[src/rtl/collision_event_gen_if.sv]
// Signal bundle between the sprite compositors, the lives compositor and
// collision_event_gen. The slave side is the event generator.
interface collision_event_gen_if;
  logic       i_v_sync;
  logic       i_player_hit;
  logic       i_obstacle_hit;
  logic       i_out_of_lives;
  logic       o_barrier_hit;
  logic       o_invuln;
  logic       o_player_visible;
  logic [7:0] o_hit_count;

  modport slave (
    input  i_v_sync, i_player_hit, i_obstacle_hit, i_out_of_lives,
    output o_barrier_hit, o_invuln, o_player_visible, o_hit_count
  );

  modport master (
    output i_v_sync, i_player_hit, i_obstacle_hit, i_out_of_lives,
    input  o_barrier_hit, o_invuln, o_player_visible, o_hit_count
  );
endinterface

[src/rtl/collision_event_gen.sv]
// Frame-accumulated player/barrier overlap detector that issues a stretched
// barrier_hit pulse followed by a grace window. Define BLINK_EN for player blink.
module collision_event_gen #(
  parameter int unsigned MIN_OVERLAP_PIX = 4,
  parameter int unsigned GRACE_FRAMES    = 60,
  parameter int unsigned PULSE_LEN       = 4,
  parameter int unsigned BLINK_PERIOD    = 8
) (
  input logic                  i_clk,
  input logic                  i_rst,
  collision_event_gen_if.slave bus
);

  localparam logic [15:0] MIN_PIX    = 16'(MIN_OVERLAP_PIX);
  localparam logic [7:0]  GRACE_N    = 8'(GRACE_FRAMES);
  localparam logic [3:0]  PULSE_LAST = 4'(PULSE_LEN - 1);

  typedef enum logic [1:0] {ARMED, PULSE, GRACE, DEAD} state_t;

  state_t      state;
  logic        vs_q;
  logic        vs_rise;
  logic        ov;
  logic        pulse_done;
  logic        grace_done;
  logic [15:0] pix_cnt;
  logic [7:0]  frm_cnt;
  logic [3:0]  pulse_cnt;
  logic        hit_q;
  logic        invuln_q;
  logic [7:0]  hit_count_q;

  assign vs_rise    = bus.i_v_sync & ~vs_q;
  assign ov         = bus.i_player_hit & bus.i_obstacle_hit & ~bus.i_v_sync;
  assign pulse_done = (state == PULSE) && (pulse_cnt == PULSE_LAST);
  assign grace_done = vs_rise && ((frm_cnt + 8'd1) == GRACE_N);

  // Overlap counter runs in every state; the FSM only looks at it in ARMED.
  always_ff @(posedge i_clk) begin
    if (i_rst) begin
      vs_q    <= 1'b0;
      pix_cnt <= '0;
    end else begin
      vs_q <= bus.i_v_sync;
      if (vs_rise)
        pix_cnt <= '0;
      else if (ov && (pix_cnt < MIN_PIX))
        pix_cnt <= pix_cnt + 16'd1;
    end
  end

  always_ff @(posedge i_clk) begin
    if (i_rst) begin
      state       <= ARMED;
      hit_q       <= 1'b0;
      invuln_q    <= 1'b0;
      hit_count_q <= '0;
      frm_cnt     <= '0;
      pulse_cnt   <= '0;
    end else begin
      case (state)
        ARMED: begin
          if (bus.i_out_of_lives) begin
            state <= DEAD;
          end else if (vs_rise && (pix_cnt >= MIN_PIX)) begin
            state     <= PULSE;
            hit_q     <= 1'b1;
            pulse_cnt <= '0;
            if (hit_count_q != '1)
              hit_count_q <= hit_count_q + 8'd1;
          end
        end
        // out_of_lives is only acted on once the pulse has run its full length
        PULSE: begin
          if (pulse_done) begin
            hit_q   <= 1'b0;
            frm_cnt <= '0;
            if (bus.i_out_of_lives) begin
              state <= DEAD;
            end else begin
              state    <= GRACE;
              invuln_q <= 1'b1;
            end
          end else begin
            pulse_cnt <= pulse_cnt + 4'd1;
          end
        end
        GRACE: begin
          if (bus.i_out_of_lives) begin
            state    <= DEAD;
            invuln_q <= 1'b0;
          end else if (grace_done) begin
            state    <= ARMED;
            invuln_q <= 1'b0;
            frm_cnt  <= '0;
          end else if (vs_rise) begin
            frm_cnt <= frm_cnt + 8'd1;
          end
        end
        default: begin
          hit_q    <= 1'b0;
          invuln_q <= 1'b0;
        end
      endcase
    end
  end

  assign bus.o_barrier_hit = hit_q;
  assign bus.o_invuln      = invuln_q;
  assign bus.o_hit_count   = hit_count_q;

`ifdef BLINK_EN
  localparam logic [7:0] BLINK_LAST = 8'(BLINK_PERIOD - 1);

  logic [7:0] blink_cnt;
  logic       visible_q;

  // Tracks the FSM's GRACE entry/exit conditions so visibility is 0 on entry
  // and 1 again the same cycle invuln drops.
  always_ff @(posedge i_clk) begin
    if (i_rst) begin
      blink_cnt <= '0;
      visible_q <= 1'b1;
    end else if (pulse_done && !bus.i_out_of_lives) begin
      blink_cnt <= '0;
      visible_q <= 1'b0;
    end else if (state == GRACE) begin
      if (bus.i_out_of_lives || grace_done) begin
        visible_q <= 1'b1;
      end else if (vs_rise) begin
        if (blink_cnt == BLINK_LAST) begin
          blink_cnt <= '0;
          visible_q <= ~visible_q;
        end else begin
          blink_cnt <= blink_cnt + 8'd1;
        end
      end
    end else begin
      visible_q <= 1'b1;
    end
  end

  assign bus.o_player_visible = visible_q;
`else
  assign bus.o_player_visible = 1'b1;
`endif

endmodule

[src/flat_wrapper.sv]
// flat-port wrapper written by rule: the top's interface ports become plain ports
module collision_event_gen_flat 
#(
  parameter int unsigned MIN_OVERLAP_PIX = 4,
  parameter int unsigned GRACE_FRAMES    = 60,
  parameter int unsigned PULSE_LEN       = 4,
  parameter int unsigned BLINK_PERIOD    = 8
)
  (i_clk, i_rst, bus_i_v_sync, bus_i_player_hit, bus_i_obstacle_hit, bus_i_out_of_lives, bus_o_barrier_hit, bus_o_invuln, bus_o_player_visible, bus_o_hit_count);
  collision_event_gen_if bus_i ();
  input logic i_clk;
  input logic i_rst;
  input wire logic [$bits(bus_i.i_v_sync)-1:0] bus_i_v_sync;
  input wire logic [$bits(bus_i.i_player_hit)-1:0] bus_i_player_hit;
  input wire logic [$bits(bus_i.i_obstacle_hit)-1:0] bus_i_obstacle_hit;
  input wire logic [$bits(bus_i.i_out_of_lives)-1:0] bus_i_out_of_lives;
  output wire logic [$bits(bus_i.o_barrier_hit)-1:0] bus_o_barrier_hit;
  output wire logic [$bits(bus_i.o_invuln)-1:0] bus_o_invuln;
  output wire logic [$bits(bus_i.o_player_visible)-1:0] bus_o_player_visible;
  output wire logic [$bits(bus_i.o_hit_count)-1:0] bus_o_hit_count;
  assign bus_i.i_v_sync = bus_i_v_sync;
  assign bus_i.i_player_hit = bus_i_player_hit;
  assign bus_i.i_obstacle_hit = bus_i_obstacle_hit;
  assign bus_i.i_out_of_lives = bus_i_out_of_lives;
  assign bus_o_barrier_hit = bus_i.o_barrier_hit;
  assign bus_o_invuln = bus_i.o_invuln;
  assign bus_o_player_visible = bus_i.o_player_visible;
  assign bus_o_hit_count = bus_i.o_hit_count;
  collision_event_gen #(.MIN_OVERLAP_PIX(MIN_OVERLAP_PIX), .GRACE_FRAMES(GRACE_FRAMES), .PULSE_LEN(PULSE_LEN), .BLINK_PERIOD(BLINK_PERIOD)) u_core (.i_clk(i_clk), .i_rst(i_rst), .bus(bus_i));
endmodule
[config.mk]
export PLATFORM = sky130hd
export DESIGN_NAME = collision_event_gen_flat
export DESIGN_NICKNAME = d
export VERILOG_FILES = /design/src/rtl/collision_event_gen_if.sv /design/src/rtl/collision_event_gen.sv /design/src/flat_wrapper.sv
export SDC_FILE = /design/constraint.sdc
export NUM_CORES = 1
export LEC_CHECK = 0
export CORE_ASPECT_RATIO = 1.2
export CORE_UTILIZATION = 52
export CTS_BUF_LIST = sky130_fd_sc_hd__clkbuf_4
export CTS_CLUSTER_SIZE = 40
export DETAILED_ROUTE_END_ITERATION = 8
export PLACE_DENSITY = 0.76
export SLEW_MARGIN = 40
export SYNTH_ARGS = -nofsm -noshare
export SYNTH_HDL_FRONTEND = slang
export SYNTH_SLANG_ARGS = --single-unit
[constraint.sdc]
create_clock -name i_clk -period 2.8 [get_ports i_clk]
set_input_delay 0.42 -clock i_clk [delete_from_list [all_inputs] [get_ports i_clk]]
set_output_delay 0.42 -clock i_clk [all_outputs]
set_load 0.1 [all_outputs]
== After elaboration in Yosys (flattened, before gate mapping) ==
Index checks and enable logic that the tools add are counted.
Storage, ports and cells
  bits in registers: 41
  latch bits: 0
  bits in writable memories: 0
  memory bits (read-only): 0
  input port bits: 6
  logic and storage cells: 76
  memories kept: 0
Operators by class
  $add $sub $neg: 4
  multipliers: 0
  divide/modulo/power cells: 0
  order comparisons: 2
  equality and inequality tests: 14
  shift-type cells: 0
  multiplexer cells: 25
  bitwise logic cells: 8
  reductions and logical operators: 15
Operators with widths (count)
  2-to-1 mux 8 bit: 4
  AND reduction 4 bit: 6
  adder 16 x 1 -> 16 bit (second input constant): 1
  adder 8 x 1 -> 8 bit (second input constant): 2
  greater-or-equal comparator 16 x 3 -> 1 bit (second input constant): 1
  < comparator 16 x 3 -> 1 bit (second input constant): 1
  one-hot mux 8 bit (2 select lines): 1
  2-to-1 mux 4 bit: 3
  2-to-1 mux 2 bit: 5
  equality test 8 x 6 -> 1 bit (second input constant): 1
  2-to-1 mux 1 bit: 8
  != test 2 bit (second input constant): 4
  != test 8 bit (second input constant): 1
  one-hot mux 4 bit (2 select lines): 1
  != test 3 x 2 -> 1 bit (second input constant): 2
  one-hot mux 1 bit (3 select lines): 2
  one-hot mux 2 bit (3 select lines): 1
  inverter 1 bit: 5
  adder 4 x 1 -> 4 bit (second input constant): 1
  equality test 4 x 2 -> 1 bit (second input constant): 1
  logical AND 1 bit: 4
  != test 2 x 1 -> 1 bit (second input constant): 2
  nonzero test 2 bit: 2
  bitwise AND 1 bit: 3
  other kinds (6): 6

== Depth between registers and ports, before layout ==
  word-level depth: 6
  depth in mapped cells: 9
  mapped depth without buffers: 7

== Least setup slack after synthesis ==
OpenSTA, ideal clock, no wires.
  path type: reg-to-reg
  start: register u_core.hit_count_q[2], in the netlist u_core.bus.o_hit_count[2]
  end: register u_core.hit_count_q[1], in the netlist u_core.bus.o_hit_count[1]
  library setup time: 128 ps
  arrival time: 2023 ps
  required time: 2672 ps
  slack: 649 ps
  cell stages (with the launch flop): 6
  path buffers: 0
  period minus slack after synthesis: 2151 ps
  path through: dfxtp_1 and4_1 a41o_1 or3_1 mux2i_1 nor2_1
On the way
  longest elaborated chain between the ends: 2
Ends and longest elaborated chain
  from (decl): RTL line collision_event_gen.sv:31  | logic [7:0] hit_count_q;
  from (signal assigned): RTL line collision_event_gen.sv:70  | hit_count_q <= hit_count_q + 8'd1;
  != test 8 bit: RTL line collision_event_gen.sv:69  | if (hit_count_q != '1)
  AND reduction 4 bit (no source line)
No other way between the ends.
A chain may end at the register's enable or synchronous reset.

== Final worst setup path ==
  start: register u_core.frm_cnt[0]
  end: register u_core.state[0]
On the way
  longest elaborated chain between the ends: 5
Ends and longest elaborated chain
  from (decl): RTL line collision_event_gen.sv:27  | logic [7:0] frm_cnt;
  from (signal assigned): RTL line collision_event_gen.sv:97  | frm_cnt <= frm_cnt + 8'd1;
  adder 8 x 1 -> 8 bit: RTL line collision_event_gen.sv:36  | assign grace_done = vs_rise && ((frm_cnt + 8'd1) == GRACE_N);
  equality test 8 x 6 -> 1 bit: RTL line collision_event_gen.sv:36
  logical AND 1 bit: RTL line collision_event_gen.sv:36
  != test 3 x 2 -> 1 bit (no source line)
  AND reduction 4 bit (no source line)
  to (signal assigned): RTL line collision_event_gen.sv:54  | state <= ARMED;
  to (signal assigned): RTL line collision_event_gen.sv:64  | state <= DEAD;
  to (signal assigned): RTL line collision_event_gen.sv:66  | state <= PULSE;
  to (decl): RTL line collision_event_gen.sv:20  | state_t state;
No other way between the ends.

==> metrics.txt <==
share of cells above drive strength 1 0.0885; Hold Path Depth 1; P&R area growth vs syn 8.90%; std cell rows 25; clk buf depth 2; core area 3940 µm²; hold_ws roughly 0.48 ns; Mapped Nets 265; Pwr Density 516 nW/µm²; WL final around 4200 µm; TritonCTS Sinks 41; Slew @ Worst Pin 0.588 ns; clock skew 0.0128 ns; unique cell type count in the Yosys netlist 52; initial antenna violation count 0; Worst IR Drop VDD 0.000394 V; commonest non-fill, non-tap cell in the layout dfxtp_1; Crit path buffers/inverters 0; setup TNS 0 ns; Slew Limit Fails 0; Final Core Density 0.594; final std cell area, no fill 2340 µm²; DRT Pass-1 Iters 5; first-pass GRT wire length 7060 µm; Iter 0 DRT Violations 67; Critical Path Max Stage Delay 0.57 ns; antenna viol nets, final 0; Seq cells post-synth 41; synthesized area between 2000 and 2500 µm²; CTS tree yes; vias in the first global route 1604; CP Cell Sequence ha_1, nand4_1, a32o_1, o31ai_4, mux2_1; die area 4400 µm²; crit path time final 2.26 ns; FILL cells 364; cell count of the worst reg-to-reg path 5; H-tree depth 2; crit path kind reg -> reg; root buf cell clkbuf_4; largest net degree at the start of global routing 15; gr usage total 0.209; Final period util 0.807; Worst setup SP type flip-flop; Final setup viols 0; total gr overflow 0; Seq/Total Area, Yosys 0.382; Placed Area 2290 µm²; synthesized instance count 249; Top Ports 17; buffers added on ports 15; Post-synth EDFFs 0; RSZ-0062 raised after global routing no; required time worst endpoint roughly 3.0 ns; asr flop ratio synth 0; vias per cell 5.65; Top Family by Delay on Critical Path compound AO/OA/AOI/OAI gates; wire length per cell 13.4 µm; Resized Gates After CTS 0; endpoints failing hold 0; Worst setup EP type flip-flop; CP max FO 12; prevailing post-synth register cell dfxtp_1; most frequent cells in the layout 41 x dfxtp_1, 20 x nor2_1, 15 x a21oi_1, 14 x and2_1, 13 x buf_4; Worst-path clk slew 0.11 ns; hold_buf cts 0; Mean Syn Cell Area roughly 8.6 µm²; Nets 276; Die Height 72.5 µm; Clk Latency, worst-skew pair 0.34 ns; CTS buffer count 5; DR vias 1774; outcome finished clean; MaxCap Viol Count 0; post-CTS setup buffers 0; Max Freq 0.442 GHz; n_diodes 0; Lkg Pwr 0.872 nW; # DRC 0; Crit-path slowest cell dfxtp_1; CP Depth 5; area of the multi-input gates 1230 µm²; detailed placer's ending HPWL slightly above 3000 µm; Reg area 821 µm²; WP data arrival ~2.5 ns; total power 1.21 mW; class of the worst hold path reg -> reg; global placer's final weighted congestion 0.818; Starting Density 0.546; synth warn 0; Die Width 60.7 µm; Rel. slew slack 0.606
[cell families (layout without fill, tap and decap cells)]
group / after synthesis / in the layout / synth area share
other cells: 1 / 1 / 0.00174
simple gates: 114 / 114 / 0.309
compound gates: 49 / 49 / 0.150
buf+inv: 22 / 33 / 0.0477
fa+ha+maj: 10 / 10 / 0.0582
flops: 41 / 41 / 0.382
xor+xnor: 8 / 8 / 0.0326
mux: 4 / 4 / 0.0192
[registers in the layout, summed over array words and instances, names as in the netlist]
register / cells
u_core.bus.o_hit_count: 8
u_core.pix_cnt: 16
u_core.state: 2
u_core.pulse_cnt: 4
u_core.frm_cnt: 8
u_core.bus.o_barrier_hit: 1
u_core.bus.o_invuln: 1
u_core.vs_q: 1
[metrics by stage]
| step | setup WS (ns) | std cells |
|---|---|---|
| 6_report | 0.539 | 314 |
| 4_1_cts | 0.539 | 314 |
| 2_1_floorplan | 0.649 | 249 |
| 3_3_place_gp | 0.553 | 307 |
| 5_1_grt | 0.478 | 314 |
| 3_5_place_dp | 0.523 | 307 |
[cell usage after synthesis, types with 8 or more instances]
cell type | count | area, µm²
nor4_1 | 8 | 50.1
clkbuf_1 | 8 | 30.0
ha_1 | 10 | 125
nand2_1 | 10 | 37.5
o21ai_0 | 12 | 60.1
and2_1 | 14 | 87.6
a21oi_1 | 15 | 75.1
inv_1 | 8 | 30.0
nor2_1 | 20 | 75.1
nor2b_1 | 8 | 50.1
nand3_1 | 12 | 60.1
dfxtp_1 | 41 | 821
[report_power, final]
group	leakage (nW)	switching (mW)	total [mW]	internal (mW)
registers	0.331	0.0173	0.617	0.600
clock network	0.0247	0.184	0.274	0.0904
logic	0.516	0.207	0.318	0.111
[path summary, 6_finish.rpt]
kind	slack, ns	start	to
min	0.48	u_core.pix_cnt[8]	u_core.pix_cnt[8]
min reg2reg	0.48	u_core.pix_cnt[8]	u_core.pix_cnt[8]
max reg2reg	0.54	u_core.frm_cnt[0]	u_core.state[0]
max	0.54	u_core.frm_cnt[0]	u_core.state[0]
[area by class of cell]
type                            instances  share of cell area
Sequential cell                        41               0.350
Clock inverter                          2             0.00481
Multi-Input combinational cell        186               0.524
Timing Repair Buffer                   18              0.0630
Clock buffer                            5              0.0160
Inverter                                8              0.0128
Tap cell                               54              0.0288
[routing by layer]
metal | track usage | share of wire | up-vias
li1 | - | - | 914
met3 | 0.0535 | 0.034 | 4
met4 | 0.0657 | 0.0090 | 0
met1 | 0.261 | 0.47 | 823
met2 | 0.347 | 0.49 | 33
met5 | 0 | 0 | -
(Power assumes the default switching activity.)
